<file path="config.mk">
export PLATFORM = sky130hd
export DESIGN_NAME = sevseg_scan_ctrl
export DESIGN_NICKNAME = d
export VERILOG_FILES = /design/src/rtl/sevseg_pkg.sv /design/src/rtl/sevseg_slot_timer.sv /design/src/rtl/sevseg_scan_ctrl.sv
export SDC_FILE = /design/constraint.sdc
export NUM_CORES = 1
export LEC_CHECK = 0
export BUFFER_PORTS_ARGS = -buffer_cell sky130_fd_sc_hd__buf_2
export CAP_MARGIN = 20
export CORE_MARGIN = 1.5
export CORE_UTILIZATION = 35
export DETAILED_ROUTE_END_ITERATION = 8
export PLACE_DENSITY = 0.52
export RECOVER_POWER = 100
export SLEW_MARGIN = 0
export SYNTH_ARGS = -nofsm -noshare
export SYNTH_HDL_FRONTEND = slang
export SYNTH_SLANG_ARGS = --single-unit
</file>
<file path="constraint.sdc">
create_clock -name CLK -period 2 [get_ports CLK]
set_input_delay 0.4 -clock CLK [delete_from_list [all_inputs] [get_ports CLK]]
set_output_delay 0.4 -clock CLK [all_outputs]
set_load 0.02 [all_outputs]
</file>
<file path="src/rtl/sevseg_pkg.sv">
// rtl/sevseg_pkg.sv - digit index type, slot FSM states and anode codes for the scan controller
package sevseg_pkg;

   typedef logic [1:0] digit_t;

   typedef enum logic {
      S_BLANK = 1'b0,
      S_ON    = 1'b1
   } state_t;

   localparam logic [3:0] AN_DIG0 = 4'b1110;
   localparam logic [3:0] AN_DIG1 = 4'b1101;
   localparam logic [3:0] AN_DIG2 = 4'b1011;
   localparam logic [3:0] AN_DIG3 = 4'b0111;
   localparam logic [3:0] AN_OFF  = 4'b1111;

   function automatic logic [3:0] an_code(input digit_t d);
      logic [3:0] code;
      unique case (d)
         2'd0:    code = AN_DIG0;
         2'd1:    code = AN_DIG1;
         2'd2:    code = AN_DIG2;
         default: code = AN_DIG3;
      endcase
      return code;
   endfunction

endpackage

</file>
<file path="src/rtl/sevseg_slot_timer.sv">
// rtl/sevseg_slot_timer.sv - per-slot cycle counter flagging the blank-end and slot-end cycles
module sevseg_slot_timer
   import sevseg_pkg::*;
#(
   parameter int SCAN_DIV  = 100000,
   parameter int BLANK_CYC = 1000
) (
   input  logic CLK,
   input  logic RST_N,
   output logic blank_end,
   output logic slot_end
);

   localparam int CW = $clog2(SCAN_DIV);
   localparam logic [CW-1:0] SLOT_LAST  = CW'(SCAN_DIV - 1);
   localparam logic [CW-1:0] BLANK_LAST = CW'((BLANK_CYC > 0) ? BLANK_CYC - 1 : 0);

   logic [CW-1:0] cnt;

   always_ff @(posedge CLK) begin
      if (!RST_N) begin
         cnt <= '0;
      end else if (slot_end) begin
         cnt <= '0;
      end else begin
         cnt <= cnt + CW'(1);
      end
   end

   assign slot_end  = (cnt == SLOT_LAST);
   // With no blank phase there is no blank-end cycle to flag.
   assign blank_end = (BLANK_CYC > 0) && (cnt == BLANK_LAST);

endmodule

</file>
<file path="src/rtl/sevseg_scan_ctrl.sv">
// rtl/sevseg_scan_ctrl.sv - 4-digit multiplexed display scanner with PWM dimming and frame-atomic updates
// Optional leading-zero suppression is built when SEVSEG_LEADING_ZERO_BLANK_EN is defined.
module sevseg_scan_ctrl
   import sevseg_pkg::*;
#(
   parameter int SCAN_DIV  = 100000,
   parameter int BLANK_CYC = 1000
) (
   input  logic        CLK,
   input  logic        RST_N,
   input  logic        LOAD_VALID,
   output logic        LOAD_READY,
   input  logic [15:0] LOAD_DATA,
   input  logic [3:0]  BRIGHT,
   output logic [3:0]  AN,
   output logic [3:0]  BCD,
   output logic        BLANK,
   output logic        FRAME_DONE
);

   state_t      state, state_nxt;
   digit_t      digit;
   logic [3:0]  pwm_cnt;
   logic [15:0] active, shadow;
   logic        pending;
   logic        blank_end, slot_end;
   logic        on_phase, suppress, lit, frame_end;
   logic [3:0]  an_nxt, bcd_nxt;

   sevseg_slot_timer #(
      .SCAN_DIV  (SCAN_DIV),
      .BLANK_CYC (BLANK_CYC)
   ) u_timer (
      .CLK       (CLK),
      .RST_N     (RST_N),
      .blank_end (blank_end),
      .slot_end  (slot_end)
   );

   always_ff @(posedge CLK) begin
      if (!RST_N) state <= S_BLANK;
      else        state <= state_nxt;
   end

   // Outputs are computed here from current state and registered below, so
   // every output lags the internal slot count by exactly one cycle.
   always_comb begin
      state_nxt = state;
      on_phase  = 1'b0;
      suppress  = 1'b0;
      case (state)
         S_BLANK: begin
            on_phase = (BLANK_CYC == 0);
            if ((BLANK_CYC == 0) || blank_end) state_nxt = S_ON;
         end
         S_ON: begin
            on_phase = 1'b1;
            if (slot_end && (BLANK_CYC != 0)) state_nxt = S_BLANK;
         end
         default: state_nxt = S_BLANK;
      endcase
`ifdef SEVSEG_LEADING_ZERO_BLANK_EN
      case (digit)
         2'd3:    suppress = (active[15:12] == 4'd0);
         2'd2:    suppress = (active[15:8] == 8'd0);
         2'd1:    suppress = (active[15:4] == 12'd0);
         default: suppress = 1'b0;
      endcase
`endif
      lit       = on_phase && (pwm_cnt <= BRIGHT) && !suppress;
      an_nxt    = lit ? an_code(digit) : AN_OFF;
      bcd_nxt   = active[{digit, 2'b00} +: 4];
      frame_end = slot_end && (digit == 2'd3);
   end

   always_ff @(posedge CLK) begin
      if (!RST_N) begin
         digit      <= '0;
         pwm_cnt    <= '0;
         active     <= '0;
         shadow     <= '0;
         pending    <= 1'b0;
         AN         <= AN_OFF;
         BLANK      <= 1'b1;
         BCD        <= '0;
         FRAME_DONE <= 1'b0;
      end else begin
         if (slot_end) digit <= digit + 2'd1;
         pwm_cnt <= (on_phase && !slot_end) ? pwm_cnt + 4'd1 : 4'd0;
         // Transfer needs pending=0 and commit needs pending=1, so they never collide;
         // a word arriving on the frame-end cycle waits for the next frame end.
         if (LOAD_VALID && !pending) begin
            shadow  <= LOAD_DATA;
            pending <= 1'b1;
         end else if (frame_end && pending) begin
            active  <= shadow;
            pending <= 1'b0;
         end
         AN         <= an_nxt;
         BLANK      <= !lit;
         BCD        <= bcd_nxt;
         FRAME_DONE <= frame_end;
      end
   end

   assign LOAD_READY = !pending;

endmodule

</file>
Word level (Yosys, flattened, before mapping):

Index checks and enable logic that the tools add are counted.

* register bits after elaboration: 67
* bits in latches: 0
* RAM bits: 0
* bits in read-only memories: 0
* bits of input ports: 23
* memories kept: 0

* add/subtract/negate cells: 3
* multipliers: 0
* divide/modulo/power cells: 0
* order comparisons: 1
* equality and inequality tests: 5
* shift-type cells: 1
* muxes and demuxes: 7
* bitwise gates (word level): 3
* reductions and logical operators: 14

Operators by type and width (count)
* adder 17 x 1 -> 17 bit, second input constant: 1
* == test 17 x 10 -> 1 bit, second input constant: 1
* == test 17 bit, second input constant: 1
* variable part select 16 x 5 -> 4 bit: 1
* one-hot mux 4 bit (3 select lines): 1
* AND reduction 2 bit: 3
* logical AND 1 bit: 5
* adder 4 x 1 -> 4 bit, second input constant: 1
* == test 2 bit, second input constant: 2
* <= comparator 4 bit: 1
* two-way mux 1 bit: 4
* one-hot mux 1 bit (2 select lines): 2
* logical NOT 1 bit: 3
* inverter 1 bit: 3
* adder 2 x 1 -> 2 bit, second input constant: 1
* == test 2 x 1 -> 1 bit, second input constant: 1
* logical NOT 2 bit: 1
* nonzero test 2 bit: 1
* OR reduction 2 bit: 1

Longest topological paths before layout:

Gate-level depths: netlist of the first run.

* depth in word-level cells: 5
* mapped depth: 6
* depth with buffers taken out: 6

Modules after synthesis:

A second synthesis of the first run with hierarchy kept.

* cells, all modules: 323
* area, all modules: 2911.5 sq um

Modules (own cells, without submodules)
* sevseg_scan_ctrl: times used 1, cells each 229, area each 2077.0 sq um, seq. area each 1001.0 sq um
* sevseg_slot_timer: times used 1, cells each 94, area each 834.6 sq um, seq. area each 340.3 sq um

Least setup slack after synthesis of the first run:

No wires, ideal clock.

* path type: reg2reg
* from: reg u_timer.cnt[0]
* to: reg active[6]
* arrival: 1504 ps
* data required time: 1930 ps
* path slack: 426 ps
* stages on the path, launching flop included: 7
* path buffers: 1
* cells stage by stage: dfxtp_1 -> ha_1 -> nand3_1 -> nor4_4 -> buf_4 -> nand4_1 -> a21boi_1

* longest elaborated chain between the ends: 4

RTL lines
* from (decl): line sevseg_slot_timer.sv:18 `logic [CW-1:0] cnt;`
* from (signal assigned): line sevseg_slot_timer.sv:26 `cnt <= cnt + CW'(1);`
* == test 17 bit: line sevseg_slot_timer.sv:30 `assign slot_end = (cnt == SLOT_LAST);`
* logical AND 1 bit: line sevseg_scan_ctrl.sv:73 `frame_end = slot_end && (digit == 2'd3);`
* logical AND 1 bit: line sevseg_scan_ctrl.sv:95 `end else if (frame_end && pending) begin`
* AND reduction 2 bit (no source line)
* to (signal assigned): line sevseg_scan_ctrl.sv:96 `active <= shadow;`
* to (decl): line sevseg_scan_ctrl.sv:24 `logic [15:0] active, shadow;`

Every way passes these cells.
A chain may end at the register's enable or synchronous reset.

Worst setup path after layout of the first run:

* from: reg u_timer.cnt[14]
* to: reg active[15]

Same word-level chain as after synthesis.

==> results of run 1 <==
==> cell type report <==
cell class	instances	area, um2
Clock buffer	11	151
Clock inverter	5	75.1
Fill cell	824	4730
Inverter	10	37.5
Multi-Input combinational cell	217	1420
Sequential cell	67	1340
Tap cell	105	131
Timing Repair Buffer	45	250
==> how the worst min path moves through the flow <==
stage               slack, ps            from        endpoint  cells past startpoint
floorplan                 420  u_timer.cnt[0]  u_timer.cnt[0]                      1
global placement          430  u_timer.cnt[0]  u_timer.cnt[0]                      1
detailed placement        440  u_timer.cnt[0]  u_timer.cnt[0]                      1
CTS                       290    LOAD_DATA[6]       shadow[6]                      3
global route              300    LOAD_DATA[8]       shadow[8]                      3
finish                    310    LOAD_DATA[1]       shadow[1]                      3
==> routing by layer <==
layer	vias up	GRT usage [%]	wire length [um]
met5	-	0	0
met3	9	3.48	311
met4	0	7.09	108
met1	1024	22.6	3260
met2	58	22.1	2530
li1	1163	-	-
==> where the power goes <==
part           internal, mW  leakage [nW]  switching [mW]
registers              1.36         0.543          0.0169
clock network         0.763         0.119           0.501
logic                0.0487         0.598          0.0616
==> Yosys cell counts, types with 2 or more instances <==
cell	count
nand3_1	8
buf_4	2
xnor2_1	14
dfxtp_1	67
nor2b_1	2
xor2_1	4
o21ai_1	15
inv_1	10
a21boi_0	17
nor2_1	25
clkbuf_1	10
buf_2	2
and2_1	7
mux4_2	4
nor4_1	6
nand4_1	26
ha_1	10
buf_6	4
o21ai_0	5
nor3_1	4
nand2_1	41
a21boi_1	16
==> worst register-to-register path, delay by kind of cell (launching register included) <==
kind | cells | cell delay [ps]
and+or+nand+nor | 2 | 780
buffers and inverters | 1 | 190
DFF | 1 | 340
AOI/OAI and AO/OA | 2 | 270
==> flip-flops by register name, indices dropped and copies added (netlist names) <==
name and cells:
shadow 16, AN 4, pwm_cnt 4, pending 1
u_timer.cnt 17, digit 2, BCD 4, active 16
FRAME_DONE 1, state 1, BLANK 1
==> logic make-up after synthesis <==
kind of cell	synth area share [%]
flops	46.0
compound gates	12.2
buf+inv	5.11
fa+ha+maj	4.29
simple gates	23.9
mux	3.09
xor+xnor	5.41
==> per-stage QoR <==
stage / total power [mW] / hold WS (ps) / setup slack, ps
after global routing: 2.86 / 296 / 88.6
after detailed placement: 1.52 / 440 / 297
after floorplan: 1.47 / 417 / 426
after CTS: 2.78 / 295 / 269
after global placement: 1.52 / 432 / 330
final: 2.75 / 307 / 302
==> results.toml, run 1 <==
[place]
place_area_mm2 = 0.00320
dpl.cell_count = 444
gp_congestion = 0.792
io_buffers = 33
place_hpwl_um = 4130

[die]
initial_core_util_pct = 35.8
die-width_um = 94.2
io_pins = 34
num_rows = 33
die_area_mm2 = 0.00888
fp.dieH_um = 94.2
fp.coreArea_mm2 = 0.00813

[worst_setup_path]
endpoint = "active[15]"
cp.required_ps = 2220
r2r-start = "u_timer.cnt[14]"
crit_buf_inv = 1
path_cells = "or4_4 -> nand4b_4 -> buf_12 -> o21ai_0 -> a21boi_0"
crit_fanout = 21
r2r_cells = 5
path_class = "reg -> reg"
cp.depth = 5
arrival_ps = 1920
cp-end-kind = "flip-flop"
critPathLaunch = "u_timer.cnt[14]"
crit_slowest_cell = "or4_4"
critPathTopFamily = "simple AND/OR/NAND/NOR gates"
r2r_slack_ps = 300
crit_path_start_kind = "flip-flop"
r2r_end = "active[15]"
critical_path.max_stage_delay_ps = 560

[run]
cap_violations = 0

[final_layout]
syn2layout_area_growth_pct = 16.9
finalCoreUtilization_pct = 41.9
drive_gt1_share_pct = 16.3
final_cells = 460
design_area_mm2 = 0.00341
final_cell_mix = "67 x dfxtp_1, 41 x nand2_1, 26 x nand4_1"
diodes = 0
final_common_cell = "dfxtp_1"
nets = 383

[cts]
post_cts_buffers = 0
hold_buffers = 0
cts-htree-levels = 3
cts-root-buf = "clkbuf_8"
clk_latency_ps = 340
clock-sinks = 67
cts-resized-gates = 0
cts_tree = "yes"
cts_made_buffers = 9
ctsLongestPathBuffers = 2
clkTransAtPathRegs_ps = 70

[route]
postRouteWirelength_um = 6210
viasPerCell = 4.90
wl_per_cell_um = 13.5
dr.first_iter.drc_count = 146
dr.pass1.iters = 4
drc = 0
vias = 2254
antenna_left = 0

[grt]
grt_pass1_vias = 2150
antenna_found_initial = 0
grt-ovfl-total = 0
grt_max_degree = 26
grt_pass1_wl_um = 10700
track_usage_pct = 15.7

[synth]
synth_ff_type = "dfxtp_1"
async_flop_share_pct = 0
synth_area_leaders = "dfxtp_1 46%, nand4_1 5.6%, nand2_1 5.3%"
synth-edff-count = 0
ys_ff_latch = 67
yosysWarnings = 0
avgSynthCellArea_um2 = 9.31
syn_area_mm2 = 0.00291
synth-seq-area-share_pct = 46.0
synthCells = 313
yosysUniqueCellTypes = 36
synth_top_cell_by_area = "dfxtp_1"
synth_nets = 346
yosysTopAreaCellShare_pct = 46.0

[timing]
finalHoldViolations = 0
slew_viol_final = 0
rsz0062_at_grt = "no"
setup_tns_ps = 0
setup_viol = 0
finalCritPeriodShare_pct = 84.9
worst_slew_pin_slew_ps = 589
relSlewSlack_pct = 60.7
layout_min_cycle_time_ps = 1700
fmax_ghz = 0.589
fin_skew_ps = 6.31

[power_and_ir_drop]
ir_worst_vdd_uv = 384
powerDensity_mw_per_mm2 = 807
leakagePower_nw = 1.26

[run_status]
outcome = "completed"

[worst_hold_path]
hp-class = "in -> reg"
No activity file was read; power rests on OpenSTA's default activity.
==> run 2: changes to the inputs <==
--- a/config.mk
+++ b/config.mk
@@ -5,12 +5,13 @@
 export SDC_FILE = /design/constraint.sdc
 export NUM_CORES = 1
 export LEC_CHECK = 0
+export ABC_AREA = 1
 export BUFFER_PORTS_ARGS = -buffer_cell sky130_fd_sc_hd__buf_2
 export CAP_MARGIN = 20
 export CORE_MARGIN = 1.5
 export CORE_UTILIZATION = 35
 export DETAILED_ROUTE_END_ITERATION = 8
-export PLACE_DENSITY = 0.52
+export PLACE_DENSITY = 0.54
 export RECOVER_POWER = 100
 export SLEW_MARGIN = 0
 export SYNTH_ARGS = -nofsm -noshare
==> constraint.sdc (replaced) <==
create_clock -name CLK -period 1.45 [get_ports CLK]
set_input_delay 0.29 -clock CLK [delete_from_list [all_inputs] [get_ports CLK]]
set_output_delay 0.29 -clock CLK [all_outputs]
set_load 0.02 [all_outputs]
==> run 2 against run 1 <==
Compared with the run above:
- largest cell class unchanged
- via count increased by 9.5%
- largest power group unchanged
- sequential share of layout area decreased by 3.0 points
- critical path depth increased by 4
- critical path type unchanged
- the run now ends with negative setup slack left
- clock skew increased by 0.84 ps
==> results.toml, run 2 <==
[synth]
async_flop_share_pct = 0
yosysTopAreaCellShare_pct = 45.4
synth_ff_type = "dfxtp_1"
synthCells = 387
synth-seq-area-share_pct = 45.4
synth_area_leaders = "dfxtp_1 45%, nor2_1 10%, nand2_1 7.9%"
avgSynthCellArea_um2 = 7.63
synth_top_cell_by_area = "dfxtp_1"
yosysUniqueCellTypes = 31
ys_ff_latch = 67
yosysWarnings = 0
synth-edff-count = 0
syn_area_mm2 = 0.00295
synthTopCellsByCount = "80 x nor2_1, 67 x dfxtp_1, 62 x nand2_1, 39 x inv_1, 32 x o21ai_0"
synth_nets = 420
yosysMostFrequentCell = "nor2_1"

[die]
die_area_mm2 = 0.00900
die-width_um = 94.9
initial_core_util_pct = 36.1
io_pins = 34
fp.coreArea_mm2 = 0.00818
num_rows = 33
fp.dieH_um = 94.9

[place]
dpl.cell_count = 536
io_buffers = 33
gp_congestion = 0.887
place_hpwl_um = 4240

[route]
antenna_left = 0
viasPerCell = 4.44
dr.pass1.iters = 4
dr.first_iter.drc_count = 53
drc = 0
wl_per_cell_um = 11.2
postRouteWirelength_um = 6200
vias = 2469

[cts]
cts_tree = "yes"
clock-sinks = 67
cts_made_buffers = 9
cts-root-buf = "clkbuf_8"
hold_buffers = 0
ctsLongestPathBuffers = 2
clk_latency_ps = 340
clkTransAtPathRegs_ps = 80
cts-htree-levels = 3

[power_and_ir_drop]
leakagePower_nw = 1.58
seq_power_share_pct = 52.2
ir_worst_vdd_uv = 341
powerDensity_mw_per_mm2 = 990
p_comb_share_pct = 5.1
p_switching_uw = 880
swShare_pct = 23.8
pwr-share-clk_pct = 42.6
p_int_mw = 2.81

[final_layout]
nets = 479
largestRegisters = "u_timer.cnt (17), active (16), shadow (16)"
regMostFlops = "u_timer.cnt"
drive_gt1_share_pct = 27.9
final_common_cell = "nor2_1"
syn2layout_area_growth_pct = 26.3
diodes = 0
fillers = 857
final_cell_mix = "71 x nor2_1, 60 x dfxtp_1, 56 x nand2_1"
largest_reg_flops = 17
final_cells = 556

[run]
cap_violations = 0

[worst_setup_path]
cp-end-kind = "flip-flop"
crit_fanout = 3
cp.required_ps = 1670
path_class = "reg -> reg"
r2r_slack_ps = -20
crit_path_start_kind = "flip-flop"
r2r_end = "digit[1]"
arrival_ps = 1690
r2r-start = "u_timer.cnt[1]"
r2r_cells = 9

[grt]
grt_pass1_vias = 2255
grt_max_degree = 35
antenna_found_initial = 0
track_usage_pct = 15.1
grt_pass1_wl_um = 10400
grt-ovfl-total = 0

[timing]
relSlewSlack_pct = 65.3
fmax_ghz = 0.682
holdWs_ps = 193
worst_slew_pin_slew_ps = 521
rsz0062_at_grt = "yes"
setup_viol = 10
finalCritPeriodShare_pct = 101
worst_slack_ps = -15.2
fin_skew_ps = 7.15
layout_min_cycle_time_ps = 1470
slew_viol_final = 0
finalHoldViolations = 0

[run_status]
failed_checks = "negative setup slack"
outcome = "finished with violations"

[worst_hold_path]
hp-class = "in -> reg"
hold_end = "shadow[6]"
min_from = "LOAD_DATA[6]"
hold_path_depth = 3
[run 2: cell types whose count changed after synthesis, sizes merged, moves of 21 or more]
cell,delta
nand4,-22
a21oi,+21
a21boi,-33
nand2,+25
inv,+34
nor2,+73
[run 2: layout make-up]
cell class              count  area (um2)  area share, %
flip-flops and latches     67        1360           36.3
repair buffers             56         355           9.53
clock buffers              10         138           3.69
well taps                 105         131           3.52
multi-input cells         266        1510           40.5
inverters                  46         176           4.73
clock inverters             6        63.8           1.71
[run 2: per-layer routing]
layer	part of all wire, %	global-route usage (%)
met1	52	21.2
met2	42	21.3
met3	3.7	2.90
met4	2.3	8.58
met5	0	0
[run 2: logic make-up after synthesis]
group           count (synthesis)  share of synthesized area (%)
xor+xnor                        8                           2.37
simple gates                  191                           30.1
buf+inv                        56                           8.43
fa+ha+maj                      10                           4.24
flops                          67                           45.4
compound gates                 55                           9.45
[run 2: worst max path at each step]
stage,from,endpoint
6_report,u_timer.cnt[1],digit[1]
3_5_place_dp,u_timer.cnt[0],active[15]
5_1_grt,u_timer.cnt[1],active[12]
2_1_floorplan,u_timer.cnt[0],active[11]
3_3_place_gp,u_timer.cnt[0],active[10]
4_1_cts,u_timer.cnt[1],active[15]
[run 2: per-stage QoR]
| stage | setup WS (ps) | power, mW | utilization (%) | setup TNS, ps | instance area (um2) |
|---|---|---|---|---|---|
| after floorplan | 10.3 | 2.06 | - | 0 | 2950 |
| after global placement | -24.9 | 2.13 | 41.1 | -153 | 3360 |
| after detailed placement | -95.2 | 2.13 | 41.1 | -990 | 3360 |
| after CTS | -34.2 | 3.73 | 44.2 | -231 | 3610 |
| after global routing | -135 | 3.86 | 45.6 | -3680 | 3730 |
| final | -15.2 | 3.69 | 45.6 | -69.0 | 3730 |
[run 2: power by group through the flow]
stage          logic, mW  clock network (mW)  registers [mW]
5_1_grt            0.219                1.71            1.93
2_1_floorplan      0.108                   0            1.95
3_5_place_dp       0.173                   0            1.96
4_1_cts            0.177                1.63            1.92
3_3_place_gp       0.170                   0            1.96
6_report           0.190                1.57            1.93
[run 2: critical path: stages, from the launching register on]
cell and delay [ps]:
dfxtp_4 370, ha_4 150, nand2_4 50, nor2_4 110
nand2_2 80, nor2_4 190, nand2_2 110, buf_4 140
o21ai_1 110, a21oi_1 50
[run 2: repair_timing]
item	in CTS	in global routing
hold endpoints to repair	0	0
gates cloned	1	1
gates resized for setup	9	39
setup endpoints to repair	30	44
setup buffers	1	1
pin swaps	10	13
